File: src/rtl/dmem_write_buffer_pkg.sv
// Shared defaults for the data-memory posted-write buffer.
// Buffer depth and the address/data widths used by the core's data-memory port.
package dmem_write_buffer_pkg;

    localparam int WBUF_DEPTH = 4;
    localparam int DEF_AW     = 32;
    localparam int DEF_DW     = 32;

endpackage

File: src/rtl/dmem_write_buffer_wbuf_match.sv
// Address match across the buffer entries; picks the youngest valid entry.
// Age is measured from head, so entries with age >= count are treated as empty.
module dmem_write_buffer_wbuf_match
    import dmem_write_buffer_pkg::*;
#(
    parameter int DEPTH = WBUF_DEPTH,
    parameter int AW    = DEF_AW
) (
    input  logic [AW-1:0]              addr_i [DEPTH],
    input  logic [$clog2(DEPTH)-1:0]   head_i,
    input  logic [$clog2(DEPTH+1)-1:0] count_i,
    input  logic [AW-1:0]              query_i,
    output logic                       hit_o,
    output logic [$clog2(DEPTH)-1:0]   hit_idx_o,
    output logic                       hit_is_head_o
);

    localparam int PW = $clog2(DEPTH);
    localparam int CW = $clog2(DEPTH+1);

    logic [PW-1:0] age;
    logic [PW-1:0] best_age;

    always_comb begin
        hit_o     = 1'b0;
        hit_idx_o = '0;
        best_age  = '0;
        age       = '0;
        for (int i = 0; i < DEPTH; i++) begin
            age = PW'(i) - head_i;
            if ((CW'(age) < count_i) && (addr_i[i] == query_i) &&
                (!hit_o || (age > best_age))) begin
                hit_o     = 1'b1;
                hit_idx_o = PW'(i);
                best_age  = age;
            end
        end
    end

    assign hit_is_head_o = hit_o && (hit_idx_o == head_i);

endmodule

File: src/rtl/dmem_write_buffer.sv
// Posted-write buffer between the core data port and the data RAM.
// Stores retire into a FIFO drained over req/ack; loads forward from the youngest matching store.
module dmem_write_buffer
    import dmem_write_buffer_pkg::*;
#(
    parameter int DEPTH = WBUF_DEPTH,
    parameter int AW    = DEF_AW,
    parameter int DW    = DEF_DW
) (
    input  logic                       clk,
    input  logic                       rst,
    input  logic                       data_memory_read,
    input  logic                       data_memory_write,
    input  logic [AW-1:0]              data_memory_a,
    input  logic [DW-1:0]              data_memory_out_v,
    output logic [DW-1:0]              data_memory_in_v,
    input  logic                       halt_f,
    output logic [AW-1:0]              mem_rd_a,
    input  logic [DW-1:0]              mem_rd_v,
    output logic                       mem_wr_req,
    output logic [AW-1:0]              mem_wr_a,
    output logic [DW-1:0]              mem_wr_v,
    input  logic                       mem_wr_ack,
    output logic [$clog2(DEPTH+1)-1:0] wbuf_count,
    output logic                       wbuf_full,
    output logic                       overflow_err,
    output logic                       drained
);

    localparam int PW = $clog2(DEPTH);
    localparam int CW = $clog2(DEPTH+1);

    logic [AW-1:0] addr_q [DEPTH];
    logic [DW-1:0] data_q [DEPTH];

    logic [PW-1:0] head_q, head_d;
    logic [PW-1:0] tail_q, tail_d;
    logic [CW-1:0] count_q, count_d;
    logic          ovf_q, ovf_d;

    logic          hit;
    logic [PW-1:0] hit_idx;
    logic          hit_is_head;
    logic          pop;
    logic          coalesce;
    logic          slot_free;
    logic          push;
    logic          drop;
    logic          rd_strobe_unused;

    // Loads and stores share one address port, so a single matcher serves both paths.
    dmem_write_buffer_wbuf_match #(
        .DEPTH (DEPTH),
        .AW    (AW)
    ) u_match (
        .addr_i        (addr_q),
        .head_i        (head_q),
        .count_i       (count_q),
        .query_i       (data_memory_a),
        .hit_o         (hit),
        .hit_idx_o     (hit_idx),
        .hit_is_head_o (hit_is_head)
    );

    assign mem_wr_req = (count_q != '0);
    assign pop        = mem_wr_req && mem_wr_ack;
    // The head may already be in flight to the RAM, so it is never merged into.
    assign coalesce   = data_memory_write && hit && !hit_is_head;
    assign slot_free  = (count_q < CW'(DEPTH)) || pop;
    assign push       = data_memory_write && !coalesce && slot_free;
    assign drop       = data_memory_write && !coalesce && !slot_free;

    always_comb begin
        head_d  = head_q;
        tail_d  = tail_q;
        count_d = count_q;
        ovf_d   = ovf_q | drop;
        if (pop) begin
            head_d = head_q + 1'b1;
        end
        if (push) begin
            tail_d = tail_q + 1'b1;
        end
        if (push && !pop) begin
            count_d = count_q + 1'b1;
        end else if (pop && !push) begin
            count_d = count_q - 1'b1;
        end
    end

    always_ff @(posedge clk) begin
        if (rst) begin
            head_q  <= '0;
            tail_q  <= '0;
            count_q <= '0;
            ovf_q   <= 1'b0;
        end else begin
            head_q  <= head_d;
            tail_q  <= tail_d;
            count_q <= count_d;
            ovf_q   <= ovf_d;
        end
    end

    always_ff @(posedge clk) begin
        if (push) begin
            addr_q[tail_q] <= data_memory_a;
            data_q[tail_q] <= data_memory_out_v;
        end else if (coalesce) begin
            data_q[hit_idx] <= data_memory_out_v;
        end
    end

    // The read strobe does not gate the load mux; data is returned every cycle.
    assign rd_strobe_unused = data_memory_read;

    assign data_memory_in_v = hit ? data_q[hit_idx] : mem_rd_v;
    assign mem_rd_a         = data_memory_a;
    assign mem_wr_a         = addr_q[head_q];
    assign mem_wr_v         = data_q[head_q];
    assign wbuf_count       = count_q;
    assign wbuf_full        = (count_q == CW'(DEPTH));
    assign overflow_err     = ovf_q;
    assign drained          = halt_f && (count_q == '0);

endmodule

File: config.mk
export PLATFORM = sky130hd
export DESIGN_NAME = dmem_write_buffer
export DESIGN_NICKNAME = d
export VERILOG_FILES = /design/src/rtl/dmem_write_buffer_pkg.sv /design/src/rtl/dmem_write_buffer_wbuf_match.sv /design/src/rtl/dmem_write_buffer.sv
export SDC_FILE = /design/constraint.sdc
export NUM_CORES = 1
export LEC_CHECK = 0
export CELL_PAD_IN_SITES_DETAIL_PLACEMENT = 0
export CELL_PAD_IN_SITES_GLOBAL_PLACEMENT = 1
export CORE_MARGIN = 4
export CORE_UTILIZATION = 36
export DETAILED_ROUTE_END_ITERATION = 12
export GPL_TIMING_DRIVEN = 0
export PLACE_DENSITY = 0.66
export SETUP_SLACK_MARGIN = 0.5
export SYNTH_ARGS = -nofsm -noshare
export SYNTH_HDL_FRONTEND = slang
export SYNTH_SLANG_ARGS = --single-unit
File: constraint.sdc
create_clock -name clk -period 9.2 [get_ports clk]
set_input_delay 1.38 -clock clk [delete_from_list [all_inputs] [get_ports clk]]
set_output_delay 1.38 -clock clk [all_outputs]
set_load 0.01 [all_outputs]
==> run_results.csv <==
group,metric,value,unit
clock_network,cts_made_buffers,29,
synthesis,synth-main-ff-cell,"edfxtp_1",
clock_network,htreeDepth,1,
die,fp-row-count,69,
sta,clock_skew,0.01335,ns
worst_setup_path,arrival,7.03,ns
route,ant_nets,0,
die,io-pin-count,237,
route,viasPerCell,5.214,
power_and_ir_drop,ir_worst_vdd,0.1598,mV
route,vias,8691,
power_and_ir_drop,powerDensity,219.4,nW/um2
outcome,outcome,"finished clean",
synthesis,synth_cell_types,51,
worst_setup_path,endpoint_kind,"output pin",
route,drt_wl_total,39190,um
clock_network,cts_tree,"built",
sta,relSlewSlack,26.44,%
synthesis,synthCells,901,
worst_setup_path,path_class,"input pin to output pin",
synthesis,synth_warnings,0,
grt,grt.overflow.total,0,
route,avgRoutedWirePerCell,23.51,um
sta,hold_violations,0,
sta,max_freq,118.9,MHz
place,dp_cells,1604,
power_and_ir_drop,power.internal,0.002674,W
synthesis,ys_ff_latch,266,
clock_network,cts-hold-fix-buffers,0,
place,pre_cts_ws,-0.6978,ns
worst_setup_path,cp.required,7.82,ns
flow_run,maxCapViolCount,0,
clock_network,clk_pin_slew,0.06,ns
synthesis,syn-num-nets,1018,
grt,grt_pass1_vias,9070,
power_and_ir_drop,pwr-share-comb,33.8,%
sta,setup_viol,0,
final_layout,final_nets,1300,
route,wl_met2,19070,um
final_layout,postLayoutCoreUtil,48.41,%
final_layout,area_delta_synth_final,32.09,%
clock_network,cts_root_buf,"clkbuf_16",
clock_network,clk_path_buf_depth,3,
route,initialDrtViolationCount,545,
synthesis,syn_area,13100,um2
sta,finalCriticalPeriod,8.410,ns
grt,grtUsageTotal,19.25,%
route,wl_met1,17070,um
sta,rsz0062_at_grt,"false",
synthesis,avgSynthCellArea,14.54,um2
worst_setup_path,start_kind,"input pin",
place,port-buffer-count,234,
min_path,hp-class,"flop to flop",
place,gp_congestion,0.7884,
clock_network,insertion_delay,0.54,ns
sta,timing.hold.ws,0.4600,ns
power_and_ir_drop,switchingPower,0.001123,W
clock_network,clkSinkCount,266,
synthesis,ys_seq_area_share,60.21,%
route,first_pass_iters,5,
worst_setup_path,worstPathMaxFanout,10,
final_layout,stdcell_count,1667,
die,fp.dieW,198.8,um
synthesis,synthArstFlopShare,0,%
grt,grt_max_degree,23,
sta,fin_crit_sh,91.41,%
power_and_ir_drop,p_leak,5.955,nW
sta,fin_ws,0.7903,ns
final_layout,drive_gt1_share,19.60,%
sta,setup_tns,0,ns
die,start_util,36.65,%
route,wl_met3,2186,um
final_layout,final_cell_mix,"256 x edfxtp_1, 198 x clkdlybuf4s50_1, 82 x xor2_1",
place,hpwl,28370,um
sta,worst_slew_pin_slew,1.103,ns
grt,grt_pass1_wl,57100,um
grt,antenna_found_initial,4,
power_and_ir_drop,power_switching_share,29.58,%
die,coreArea,35740,um2
final_layout,layout_commonest_cell,"edfxtp_1",
route,remaining_drc_errors,0,
power_and_ir_drop,p_clk_share,27.0,%
synthesis,synth-edff-count,256,
die,die_y,198.8,um
power_and_ir_drop,p_seq_share,39.2,%
sta,finalMaxSlewViolations,0,
die,dieArea,39510,um2
route,highest_layer,"met5",
## per-layer routing
layer / GRT usage, % / up-vias
li1: - / 4021
met1: 26.71 / 4352
met2: 32.12 / 264
met3: 3.252 / 50
met4: 4.255 / 4
met5: 0 / -
## cell type report
cell class	count	area [um2]
fillers	3205	18440
diodes	2	5.005
flip-flops and latches	266	7888
clock inverters	7	35.03
multi-input cells	551	5030
repair buffers	251	2514
well taps	461	576.8
plain buffers	73	429.2
inverters	11	41.29
clock buffers	45	785.8
## power by group through the flow
stage	clock network, W	logic [W]	registers [W]
2_1_floorplan	0	0.000643	0.00150
3_3_place_gp	0	0.00126	0.00152
3_5_place_dp	0	0.00128	0.00151
4_1_cts	0.00105	0.00129	0.00149
5_1_grt	0.00110	0.00137	0.00150
6_report	0.00103	0.00128	0.00149
## critical path, cell delays in order
cell             delay (ns)
clkdlybuf4s15_2        0.31
xnor2_2                0.23
nand4_1                0.17
nor4_4                 0.45
buf_4                  0.18
a41oi_2                0.16
mux2_2                 0.32
ha_1                   0.29
a21oi_2                0.22
a21oi_2                0.10
nor2_4                 0.14
buf_6                  0.19
mux2_2                 0.35
ha_1                   0.28
nor2b_1                0.13
o21ai_0                0.19
nor4_2                 0.08
buf_4                  0.16
a41oi_4                0.17
buf_4                  0.16
o21ai_2                0.12
nand2_1                0.15
buf_4                  0.21
o21ai_0                0.11
o21ai_1                0.20
clkdlybuf4s50_1        0.59
## repair_timing
item,in CTS,in global routing
endpoints found under the setup margin,32,31
resized for setup,83,55
endpoints found under the hold margin,0,0
pin swaps,6,9
buffers inserted,6,3
## synth_stat cells (2+ instances only)
library cell	instances	share of area, %
o21bai_1	2	0.11
inv_1	11	0.32
dfxtp_1	10	1.5
a21o_1	20	1.1
buf_4	35	2.0
nor2_1	34	0.97
nand4_1	14	0.67
a31oi_1	21	1.0
edfxtp_1	256	59
a21oi_1	13	0.50
buf_1	8	0.23
o21ai_0	40	1.5
xor2_1	82	5.5
mux4_2	64	11
nand2b_1	2	0.095
clkbuf_1	21	0.60
o22ai_1	12	0.57
ha_1	14	1.3
mux2_2	2	0.17
o211ai_1	4	0.23
o21ai_1	12	0.46
nand2_1	78	2.2
xnor2_1	49	3.3
nor3_1	3	0.11
and3_1	8	0.38
buf_2	9	0.34
nor4_2	2	0.19
nor4_1	21	1.0
o2111ai_1	2	0.13
or3_1	4	0.19
mux2i_1	21	1.6
nand3_1	8	0.31
## final timing paths
kind / endpoint / startpoint / slack [ns] / depth (start not counted)
max reg2reg: wbuf_count[2] / head_q[0] / 2.55 / 26
min reg2reg: overflow_err / overflow_err / 0.46 / 2
max: data_memory_in_v[26] / data_memory_a[3] / 0.79 / 26
min: overflow_err / overflow_err / 0.46 / 2
## registers in the layout (all words and copies together), names as in the netlist, named ones only
register,cells
addr_q,128
overflow_err,1
head_q,2
data_q,128
tail_q,2
wbuf_count,3
## per-stage QoR
step | area [um2] | power, W
floorplan | 13100 | 0.002144
global placement | 16020 | 0.002772
global route | 17300 | 0.003973
finish | 17300 | 0.003797
detailed placement | 16250 | 0.002788
CTS | 17270 | 0.003831
## logic make-up (layout without fill, tap and decap cells)
| kind of cell | count (synthesis) | after routing | synth area share [%] |
|---|---|---|---|
| compound gates | 138 | 138 | 6.724 |
| xor+xnor | 131 | 131 | 8.758 |
| buf+inv | 84 | 387 | 3.496 |
| flops | 266 | 266 | 60.21 |
| other cells | 0 | 2 | 0 |
| mux | 87 | 87 | 12.78 |
| fa+ha+maj | 15 | 15 | 1.490 |
| simple gates | 180 | 180 | 6.542 |
Power figures use the tool's default switching activity.
